[src/rtl/coeff_stream_loader.sv]
// coeff_stream_loader
// Writer side of the coefficient register bank. It accepts one neuron's
// coefficient set as a serial stream of 21 signed words over a valid/ready
// handshake. Words 0..19 are staged as weights and word 20 as the offset.
// Once the set is complete it issues a one-cycle EnableRegisterIn strobe so
// the bank captures all 21 values atomically.
//
// Ports:
//   CLK              rising-edge clock
//   reset            asynchronous active-high reset
//   StartLoad        begin a new load (honoured only in IDLE)
//   Abort            cancel a load in progress (honoured only in LOAD)
//   DataIn           signed coefficient word
//   DataValid        DataIn is valid this cycle
//   DataReady        loader accepts DataIn this cycle (registered)
//   Coeff00..Coeff19 staged weights to the bank
//   OffsetOut        staged offset to the bank OffsetIn
//   EnableRegisterIn one-cycle commit strobe to the bank
//   WordCount        words accepted in the current load (0..21)
//   Busy             high in LOAD and COMMIT
//   LoadDone         one-cycle pulse the cycle after the commit
module coeff_stream_loader #(
    parameter int Width = 4
) (
    input  logic             CLK,
    input  logic             reset,
    input  logic             StartLoad,
    input  logic             Abort,
    input  logic [Width-1:0] DataIn,
    input  logic             DataValid,
    output logic             DataReady,
    output logic [Width-1:0] Coeff00,
    output logic [Width-1:0] Coeff01,
    output logic [Width-1:0] Coeff02,
    output logic [Width-1:0] Coeff03,
    output logic [Width-1:0] Coeff04,
    output logic [Width-1:0] Coeff05,
    output logic [Width-1:0] Coeff06,
    output logic [Width-1:0] Coeff07,
    output logic [Width-1:0] Coeff08,
    output logic [Width-1:0] Coeff09,
    output logic [Width-1:0] Coeff10,
    output logic [Width-1:0] Coeff11,
    output logic [Width-1:0] Coeff12,
    output logic [Width-1:0] Coeff13,
    output logic [Width-1:0] Coeff14,
    output logic [Width-1:0] Coeff15,
    output logic [Width-1:0] Coeff16,
    output logic [Width-1:0] Coeff17,
    output logic [Width-1:0] Coeff18,
    output logic [Width-1:0] Coeff19,
    output logic [Width-1:0] OffsetOut,
    output logic             EnableRegisterIn,
    output logic [4:0]       WordCount,
    output logic             Busy,
    output logic             LoadDone
);

    typedef enum logic [1:0] {
        IDLE   = 2'd0,
        LOAD   = 2'd1,
        COMMIT = 2'd2
    } state_t;

    state_t           state_r;
    logic [Width-1:0] coeff_r [0:19];
    logic [Width-1:0] offset_r;
    logic [4:0]       word_count_r;
    logic             data_ready_r;
    logic             enable_r;
    logic             busy_r;
    logic             load_done_r;

    // A transfer only happens while LOAD holds DataReady high.
    logic             handshake_s;
    assign handshake_s = DataValid & data_ready_r;

    // Loader FSM: drives the handshake, stages words and emits the commit strobe.
    always_ff @(posedge CLK or posedge reset) begin
        if (reset) begin
            state_r      <= IDLE;
            for (int i = 0; i < 20; i++) begin
                coeff_r[i] <= {Width{1'b0}};
            end
            offset_r     <= {Width{1'b0}};
            word_count_r <= 5'd0;
            data_ready_r <= 1'b0;
            enable_r     <= 1'b0;
            busy_r       <= 1'b0;
            load_done_r  <= 1'b0;
        end else begin
            // Strobes are single-cycle unless re-armed below.
            enable_r    <= 1'b0;
            load_done_r <= 1'b0;
            case (state_r)
                IDLE: begin
                    if (StartLoad) begin
                        state_r      <= LOAD;
                        word_count_r <= 5'd0;
                        data_ready_r <= 1'b1;
                        busy_r       <= 1'b1;
                    end else begin
                        data_ready_r <= 1'b0;
                        busy_r       <= 1'b0;
                    end
                end
                LOAD: begin
                    // Abort wins over a coincident handshake: the word is dropped.
                    if (Abort) begin
                        state_r      <= IDLE;
                        data_ready_r <= 1'b0;
                        busy_r       <= 1'b0;
                    end else if (handshake_s) begin
                        word_count_r <= word_count_r + 5'd1;
                        if (word_count_r == 5'd20) begin
                            offset_r     <= DataIn;
                            state_r      <= COMMIT;
                            data_ready_r <= 1'b0;
                            enable_r     <= 1'b1;
                        end else begin
                            coeff_r[word_count_r] <= DataIn;
                        end
                    end else begin
                        data_ready_r <= 1'b1;
                    end
                end
                COMMIT: begin
                    state_r      <= IDLE;
                    data_ready_r <= 1'b0;
                    busy_r       <= 1'b0;
                    load_done_r  <= 1'b1;
                end
                default: begin
                    state_r      <= IDLE;
                    data_ready_r <= 1'b0;
                    busy_r       <= 1'b0;
                end
            endcase
        end
    end

    assign DataReady        = data_ready_r;
    assign EnableRegisterIn = enable_r;
    assign WordCount        = word_count_r;
    assign Busy             = busy_r;
    assign LoadDone         = load_done_r;
    assign OffsetOut        = offset_r;
    assign Coeff00 = coeff_r[0];
    assign Coeff01 = coeff_r[1];
    assign Coeff02 = coeff_r[2];
    assign Coeff03 = coeff_r[3];
    assign Coeff04 = coeff_r[4];
    assign Coeff05 = coeff_r[5];
    assign Coeff06 = coeff_r[6];
    assign Coeff07 = coeff_r[7];
    assign Coeff08 = coeff_r[8];
    assign Coeff09 = coeff_r[9];
    assign Coeff10 = coeff_r[10];
    assign Coeff11 = coeff_r[11];
    assign Coeff12 = coeff_r[12];
    assign Coeff13 = coeff_r[13];
    assign Coeff14 = coeff_r[14];
    assign Coeff15 = coeff_r[15];
    assign Coeff16 = coeff_r[16];
    assign Coeff17 = coeff_r[17];
    assign Coeff18 = coeff_r[18];
    assign Coeff19 = coeff_r[19];

endmodule

[config.mk]
export PLATFORM = sky130hd
export DESIGN_NAME = coeff_stream_loader
export DESIGN_NICKNAME = d
export VERILOG_FILES = /design/src/rtl/coeff_stream_loader.sv
export SDC_FILE = /design/constraint.sdc
export NUM_CORES = 1
export LEC_CHECK = 0
export ABC_AREA = 1
export BUFFER_PORTS_ARGS = -buffer_cell sky130_fd_sc_hd__buf_4
export CAP_MARGIN = 20
export CORE_MARGIN = 1.5
export CORE_UTILIZATION = 38
export DETAILED_ROUTE_END_ITERATION = 8
export GPL_ROUTABILITY_DRIVEN = 1
export PLACE_DENSITY_LB_ADDON = 0.08
export SLEW_MARGIN = 20
export SYNTH_ARGS = -nofsm -noshare
export SYNTH_HDL_FRONTEND = slang
export SYNTH_SLANG_ARGS = --single-unit
[constraint.sdc]
create_clock -name CLK -period 5.1 [get_ports CLK]
set_clock_uncertainty 0.2 [all_clocks]
set_input_delay 0.255 -clock CLK [delete_from_list [all_inputs] [get_ports CLK]]
set_output_delay 0.255 -clock CLK [all_outputs]
set_load 0.05 [all_outputs]
==> results of run 1 <==
==> layer usage <==
| layer | wire length, um | global-route usage |
|---|---|---|
| met3 | 600 | 0.0369 |
| met2 | 5210 | 0.318 |
| met4 | 126 | 0.0619 |
| met1 | 5090 | 0.287 |
| met5 | 0 | 0 |
==> worst min path at each step <==
stage	start	end	slack, ns	depth (start not counted)
finish	Abort	state_r[0]$_DFFE_PP0P_	0.02	4
global route	Abort	DataReady$_DFFE_PP0P_	0.03	4
CTS	Abort	state_r[0]$_DFFE_PP0P_	0.005	4
detailed placement	reset	DataReady$_DFFE_PP0P_	0.14	2
global placement	reset	DataReady$_DFFE_PP0P_	0.13	2
floorplan	DataIn[0]	Coeff08[0]$_DFFE_PP0P_	0.20	2
==> power by group <==
| group | leakage, nW | internal (W) | switching [W] | total [W] |
|---|---|---|---|---|
| clock network | 0.0853 | 0.000190 | 0.000274 | 0.000464 |
| logic | 1.49 | 0.000111 | 0.000334 | 0.000446 |
| registers | 1.31 | 0.000806 | 0.0000399 | 0.000846 |
| total | 2.89 | 0.00111 | 0.000648 | 0.00176 |
==> logic make-up (layout without fill, tap and decap cells) <==
| logic type | Yosys count | count (layout) | synth area share |
|---|---|---|---|
| adder cells (fa/ha/maj) | 4 | 4 | 0.0121 |
| XOR/XNOR | 1 | 1 | 0.00212 |
| AND/OR/NAND/NOR | 341 | 341 | 0.358 |
| buffers and inverters | 39 | 140 | 0.0478 |
| flip-flops | 95 | 95 | 0.575 |
| AO/OA/AOI/OAI | 4 | 4 | 0.00484 |
==> worst max-delay path, delay by kind of cell (launching register included) <==
family,cells,cell delay (ns)
adders and majority gates,1,0.24
buffers and inverters,2,0.61
and+or+nand+nor,5,0.97
DFF,1,0.47
==> synth_stat cells <==
| library cell | count | share of area |
|---|---|---|
| buf_1 | 2 | 0.0018 |
| buf_6 | 5 | 0.014 |
| clkbuf_1 | 6 | 0.0055 |
| dfrtp_1 | 95 | 0.58 |
| inv_2 | 5 | 0.0045 |
| o21ai_0 | 3 | 0.0036 |
| nand3_1 | 106 | 0.13 |
| ha_1 | 4 | 0.012 |
| xnor2_1 | 1 | 0.0021 |
| buf_4 | 1 | 0.0018 |
| a21oi_1 | 1 | 0.0012 |
| nor2_2 | 16 | 0.024 |
| inv_1 | 12 | 0.011 |
| nand2_1 | 196 | 0.18 |
| nand2_2 | 2 | 0.0030 |
| nand3_2 | 2 | 0.0048 |
| buf_2 | 8 | 0.0097 |
| nand4_1 | 3 | 0.0045 |
| nor2_1 | 16 | 0.015 |
==> timing repair <==
item                      CTS  global route
hold endpoints to repair   41             0
hold buffers                3             0
buffers inserted            0             0
==> area by class of cell <==
type                            instances  share of cell area
Tap cell                              136              0.0329
Sequential cell                        95               0.460
Clock inverter                          5             0.00654
Clock buffer                           11              0.0274
Multi-Input combinational cell        350               0.303
Inverter                               17              0.0128
Timing Repair Buffer                  107               0.158
==> through the flow <==
stage | hold slack (ns) | cells | power (W)
CTS | 0.00482 | 720 | 0.00177
global placement | 0.131 | 701 | 0.00130
finish | 0.0162 | 721 | 0.00176
floorplan | 0.200 | 484 | 0.00117
global route | 0.0324 | 721 | 0.00184
detailed placement | 0.136 | 701 | 0.00131
==> flow_metrics.env, run 1 <==
export IMPL_yosysWarnings=0
export IMPL_largest_reg_flops=5
export IMPL_synth_nets=497
export IMPL_final_cell_area_um2=5170
export IMPL_critPathMostFrequentCell="nand2_1"
export IMPL_ir_drop_mv=0.216
export IMPL_viasPerCell=4.90
export IMPL_cts_path_max_buffers=2
export IMPL_drc=0
export IMPL_dp_hpwl_mm=7.12
export IMPL_worst_pin_slew_ns=1.06
export IMPL_routedWlPerCell_um=15.3
export IMPL_coreArea_um2=10400
export IMPL_grt_usage=0.203
export IMPL_ant_nets=0
export IMPL_drt_iter0_drc=199
export IMPL_crit_arrival_ns=2.67
export IMPL_grt_max_degree=58
export IMPL_crit_chain="inv_1 > ha_1 > nand2_1 > nor2_1 > nor2_4 > buf_4 > nand3_1 > nand2_1"
export IMPL_clk_pin_slew_ns=0.09
export IMPL_setup_slack_ns=2.54
export IMPL_p_leak_nw=2.89
export IMPL_fill_cells=1020
export IMPL_slew_headroom=0.291
export IMPL_cp_data_required_time_ns=5.21
export IMPL_synth_seq_cells=95
export IMPL_r2r_end="Coeff06[3]$_DFFE_PP0P_"
export IMPL_cpPeakStageDelay_ns=0.59
export IMPL_cts_tree="built"
export IMPL_initial_core_util=0.397
export IMPL_grt_antenna_before_repair=0
export IMPL_drive_above_1_share=0.250
export IMPL_worstSetupStartpointType="flop"
export IMPL_mostFrequentLayoutCell="nand2_1"
export IMPL_slowest_stage="nor2_4"
export IMPL_ys_seq_area_frac=0.575
export IMPL_area_growth_pct=25.1
export IMPL_portBuffers=101
export IMPL_drv_cap=0
export IMPL_worstSetupStartpoint="WordCount[0]$_DFFE_PP0P_"
export IMPL_r2r_slack_ns=2.54
export IMPL_post_place_ws_ns=2.41
export IMPL_routed_wl_mm=11.0
export IMPL_finalCritPeriodShare=0.503
export IMPL_path_class="flop to flop"
export IMPL_die_x_um=107
export IMPL_gp_congestion=0.773
export IMPL_dieArea_um2=11500
export IMPL_final_nets=593
export IMPL_setup_worst_path_end_class="flop"
export IMPL_diodes=0
export IMPL_fmax_mhz=390
export IMPL_grt_pass1_vias=3405
export IMPL_layout_common_cells="nand2_1 (196), nand3_1 (106), buf_4 (103), dfrtp_1 (95), nor2_2 (16)"
export IMPL_crit_fanout=44
export IMPL_clkSinkCount=95
export IMPL_setup_violations=0
export IMPL_numCtsBuffers=9
export IMPL_rsz0062_at_grt="false"
export IMPL_pin_count=102
export IMPL_clock_latency_ns=0.36
export IMPL_hold_path_class="input port to flop"
export IMPL_r2r_cells=8
export IMPL_synth_cells=484
export IMPL_power_density_nw_per_um2=340
export IMPL_grt_overflow=0
export IMPL_r2r_start="WordCount[0]$_DFFE_PP0P_"
export IMPL_post_route_util=0.496
export IMPL_via_count=3532
export IMPL_seq_area_um2=2380
export IMPL_status="completed"
export IMPL_root_buffer="clkbuf_8"
export IMPL_rows=37
export IMPL_maxSlewViolCount=0
export IMPL_yosysUniqueCellTypes=19
export IMPL_synth_avg_cell_area_um2=8.54
export IMPL_multiInputGateArea_um2=1560
export IMPL_critPathCapture="Coeff06[3]$_DFFE_PP0P_"
export IMPL_fin_crit_ns=2.56
export IMPL_cts_resized=0
export IMPL_fin_tns_setup_ns=0
export IMPL_grt_first_pass_wirelength_mm=17.9
export IMPL_hold_violations=0
export IMPL_htreeDepth=3
export IMPL_placed_cell_area_um2=4950
export IMPL_drt_pass1_iter_count=4
export IMPL_chipHeight_um=107
export IMPL_synth_area_um2=4130
No activity file was read; power rests on OpenSTA's default activity.
==> run 2, diff against run 1 <==
==> constraint.sdc (replaced) <==
create_clock -name CLK -period 2.7 [get_ports CLK]
set_clock_uncertainty 0.2 [all_clocks]
set_input_delay 0.135 -clock CLK [delete_from_list [all_inputs] [get_ports CLK]]
set_output_delay 0.135 -clock CLK [all_outputs]
set_load 0.05 [all_outputs]
==> flow_metrics.env, run 2 (synthesis results as in run 1) <==
export IMPL_status="completed"
export IMPL_viasPerCell=4.99
export IMPL_grt_pass1_vias=3423
export IMPL_pin_count=102
export IMPL_drv_cap=0
export IMPL_crit_arrival_ns=2.32
export IMPL_crit_fanout=76
export IMPL_final_nets=602
export IMPL_chipHeight_um=107
export IMPL_fin_tns_setup_ns=0
export IMPL_cp_data_required_time_ns=2.80
export IMPL_rsz0062_at_grt="false"
export IMPL_dp_hpwl_mm=7.42
export IMPL_ant_nets=0
export IMPL_via_count=3642
export IMPL_cts_path_max_buffers=2
export IMPL_coreArea_um2=10400
export IMPL_finalCritPeriodShare=0.823
export IMPL_hold_path_class="input port to async pin"
export IMPL_drc=0
export IMPL_cts_tree="built"
export IMPL_drt_iter0_drc=188
export IMPL_clock_latency_ns=0.36
export IMPL_ir_drop_mv=0.429
export IMPL_whs_ns=0.265
export IMPL_grt_antenna_before_repair=0
export IMPL_placed_cell_area_um2=5000
export IMPL_hold_violations=0
export IMPL_fin_crit_ns=2.22
export IMPL_initial_core_util=0.397
export IMPL_htreeDepth=3
export IMPL_clk_pin_slew_ns=0.10
export IMPL_mostFrequentLayoutCell="nand2_1"
export IMPL_use_met1=0.292
export IMPL_busiest_layer="met2"
export IMPL_p_leak_nw=2.93
export IMPL_power_density_nw_per_um2=628
export IMPL_area_growth_pct=27.6
export IMPL_root_buffer="clkbuf_8"
export IMPL_rows=37
export IMPL_worst_pin_slew_ns=0.760
export IMPL_gp_congestion=0.768
export IMPL_setup_violations=0
export IMPL_clkSinkCount=95
export IMPL_worstSetupStartpointType="flop"
export IMPL_numCtsBuffers=9
export IMPL_worstSetupStartpoint="WordCount[0]$_DFFE_PP0P_"
export IMPL_layout_common_cells="nand2_1 (196), nand3_1 (106), buf_4 (104), dfrtp_1 (95), nor2_2 (16)"
export IMPL_diodes=0
export IMPL_drive_above_1_share=0.249
export IMPL_portBuffers=101
export IMPL_dieArea_um2=11500
export IMPL_routed_wl_mm=11.1
export IMPL_r2r_start="WordCount[0]$_DFFE_PP0P_"
export IMPL_path_class="flop to flop"
export IMPL_grt_max_degree=77
export IMPL_r2r_slack_ns=0.48
export IMPL_grt_overflow=0
export IMPL_cts_setup_buffers=0
export IMPL_die_x_um=107
export IMPL_drt_pass1_iter_count=4
export IMPL_grt_usage=0.207
export IMPL_fmax_mhz=450
export IMPL_slew_headroom=0.493
export IMPL_final_cell_area_um2=5270
export IMPL_setup_worst_path_end_class="flop"
export IMPL_use_met3=0.0297
export IMPL_routedWlPerCell_um=15.2
export IMPL_maxSlewViolCount=0
export IMPL_grt_use_met2=0.328
export IMPL_largest_reg_flops=5
export IMPL_grt_first_pass_wirelength_mm=18.3
run 2: final cells by class:
type / count / area (um^2)
timing repair buffer: 116 / 921
fill: 1052 / 5150
inverter: 17 / 67.6
multi-input combinational: 350 / 1560
clock inverter: 6 / 42.5
tap: 136 / 170
clock buffer: 10 / 128
sequential: 95 / 2380
run 2: critical path: stages, from the launching register on:
cell,delay (ns)
dfrtp_1,0.47
inv_1,0.11
ha_1,0.24
nand2_1,0.07
nor2_1,0.08
nor2_4,0.10
buf_4,0.59
nand3_1,0.16
nand2_1,0.12
run 2: stage by stage:
stage,setup slack (ns),utilization,cells,power [W]
finish,0.479,0.506,730,0.00331
global placement,0.596,0.480,704,0.00247
CTS,0.518,0.506,730,0.00335
floorplan,0.685,-,484,0.00220
global route,0.243,0.506,730,0.00347
detailed placement,0.535,0.480,704,0.00248
run 2: timing repair:
action,4_1_cts,5_1_grt
hold buffers,10,0
resized for setup,0,0
hold endpoints to repair,113,0
run 2: worst paths after layout:
check                                               to  cells after the start
worst max-delay path            Coeff11[0]$_DFFE_PP0P_                      8
worst min-delay path            Coeff04[0]$_DFFE_PP0P_                      3
worst max register to register  Coeff11[0]$_DFFE_PP0P_                      8
worst min register to register      LoadDone$_DFF_PP0_                      1
max in group asynchronous       Coeff10[0]$_DFFE_PP0P_                      4
min in group CLK                    LoadDone$_DFF_PP0_                      1
run 2: metal layers:
layer  vias to the layer above  share of wire
met5                         -              0
met4                         0          0.011
li1                       1765              -
met2                       108           0.47
met1                      1759           0.46
met3                        10          0.060
run 2: report_power, final:
part	switching [W]	internal, W	total [W]
clock network	0.000511	0.000339	0.000850
registers	0.0000765	0.00152	0.00160
logic	0.000638	0.000224	0.000862
total	0.00123	0.00209	0.00331
==> run 3, diff against run 2 <==
==> constraint.sdc (replaced) <==
create_clock -name CLK -period 1.95 [get_ports CLK]
set_clock_uncertainty 0.2 [all_clocks]
set_input_delay 0.0975 -clock CLK [delete_from_list [all_inputs] [get_ports CLK]]
set_output_delay 0.0975 -clock CLK [all_outputs]
set_load 0.05 [all_outputs]
==> flow_metrics.env, run 3 (synthesis results as in run 1) <==
export IMPL_status="completed"
export IMPL_routedWlPerCell_um=15.0
export IMPL_grt_max_degree=96
export IMPL_cp_data_required_time_ns=2.01
export IMPL_post_place_ws_ns=0.129
export IMPL_initial_core_util=0.397
export IMPL_crit_fanout=7
export IMPL_drc=0
export IMPL_diodes=0
export IMPL_clk_pin_slew_ns=0.09
export IMPL_switching_share=0.342
export IMPL_mostFrequentLayoutCell="nand2_1"
export IMPL_clkSinkCount=95
export IMPL_grt_usage=0.207
export IMPL_finalCritPeriodShare=0.948
export IMPL_p_int_w=0.00329
export IMPL_comb_power_share=0.241
export IMPL_grt_pass1_vias=3497
export IMPL_placed_cell_area_um2=5060
export IMPL_htreeDepth=3
export IMPL_dieArea_um2=11500
export IMPL_clockPowerShare=0.316
export IMPL_p_leak_nw=3.00
export IMPL_viasPerCell=4.88
export IMPL_portBuffers=101
export IMPL_cts_tree="built"
export IMPL_drt_iter0_drc=194
export IMPL_clock_latency_ns=0.36
export IMPL_dp_hpwl_mm=7.23
export IMPL_pin_count=102
export IMPL_area_growth_pct=31.0
export IMPL_hold_path_class="input port to async pin"
export IMPL_seq_area_um2=2380
export IMPL_ir_drop_mv=0.789
export IMPL_path_class="flop to flop"
export IMPL_cts_path_max_buffers=2
export IMPL_ant_nets=0
export IMPL_routed_wl_mm=11.0
export IMPL_drv_cap=0
export IMPL_hold_violations=0
export IMPL_final_cell_area_um2=5410
export IMPL_drive_above_1_share=0.264
export IMPL_grt_overflow=0
export IMPL_rsz0062_at_grt="true"
export IMPL_numCtsBuffers=9
export IMPL_multiInputGateArea_um2=1580
export IMPL_cts_setup_buffers=0
export IMPL_worstSetupStartpointType="flop"
export IMPL_final_cell_count_no_fill=734
export IMPL_setup_worst_path_end_class="flop"
export IMPL_power_density_nw_per_um2=923
export IMPL_via_count=3585
export IMPL_power_switching_w=0.00171
export IMPL_setup_slack_ns=0.101
export IMPL_layout_common_cells="nand2_1 (196), buf_4 (107), nand3_1 (106), dfrtp_1 (93), nor2_2 (18)"
export IMPL_pwr_share_seq=0.443
export IMPL_root_buffer="clkbuf_8"
export IMPL_coreArea_um2=10400
export IMPL_placed_cells=709
export IMPL_grt_antenna_before_repair=0
export IMPL_worst_pin_slew_ns=0.507
export IMPL_chipHeight_um=107
export IMPL_final_nets=606
export IMPL_slew_headroom=0.662
export IMPL_fill_cells=1043
export IMPL_setup_violations=0
export IMPL_fmax_mhz=541
export IMPL_rows=37
export IMPL_fin_tns_setup_ns=0
export IMPL_crit_arrival_ns=1.91
export IMPL_gp_congestion=0.765
export IMPL_largest_reg_flops=5
export IMPL_maxSlewViolCount=0
export IMPL_die_x_um=107
export IMPL_drt_pass1_iter_count=4
export IMPL_grt_first_pass_wirelength_mm=18.4
export IMPL_fin_crit_ns=1.85
==> run 3: critical path, cell delays in order (launching register included) <==
cell     delay [ns]
dfrtp_2        0.46
inv_1          0.12
ha_1           0.21
inv_1          0.16
nor2_2         0.26
nand3_1        0.19
nand2_1        0.10
nand2_1        0.05
==> run 3: path summary, 6_finish.rpt <==
check                                          from                        to  slack, ns  cells past startpoint
setup reg to reg           WordCount[0]$_DFFE_PP0P_    Coeff00[1]$_DFFE_PP0P_       0.10                      7
setup / recovery           WordCount[0]$_DFFE_PP0P_    Coeff00[1]$_DFFE_PP0P_       0.10                      7
max in group asynchronous                     reset  WordCount[1]$_DFFE_PP0P_       0.91                      4
hold reg to reg              state_r[0]$_DFFE_PP0P_        LoadDone$_DFF_PP0_       0.28                      1
min in group CLK             state_r[0]$_DFFE_PP0P_        LoadDone$_DFF_PP0_       0.28                      1
hold / removal                                reset    Coeff04[2]$_DFFE_PP0P_       0.23                      4
==> run 3: area by class of cell <==
type / count / share of cell area
Sequential cell: 95 / 0.440
Multi-Input combinational cell: 350 / 0.291
Timing Repair Buffer: 120 / 0.180
Tap cell: 136 / 0.0314
Clock buffer: 10 / 0.0236
Clock inverter: 6 / 0.0215
Inverter: 17 / 0.0125
==> run 3: what timing repair did <==
action	in CTS	in global routing
resized for setup	0	4
setup endpoints to repair	0	24
hold buffers	9	0
endpoints found under the hold margin	183	0
==> run 3: power by group through the flow <==
stage                     combinational [W]  sequential [W]  clock (W)
final                               0.00120         0.00221    0.00158
after global routing                0.00130         0.00223    0.00171
after CTS                           0.00120         0.00221    0.00162
after detailed placement            0.00119         0.00225          0
after global placement              0.00118         0.00224          0
after floorplan                    0.000338         0.00272          0
==> run 3: stage by stage <==
stage	utilization	hold slack [ns]	total power, W
3_5_place_dp	0.486	0.0925	0.00344
5_1_grt	0.520	0.295	0.00524
2_1_floorplan	-	0.0422	0.00305
3_3_place_gp	0.486	0.0878	0.00342
6_report	0.520	0.230	0.00500
4_1_cts	0.518	0.250	0.00504
==> run 3: layer usage <==
metal / track usage / routed length, um
met1: 0.296 / 5220
met2: 0.324 / 5190
met3: 0.0357 / 426
met4: 0.0581 / 162
met5: 0 / 0
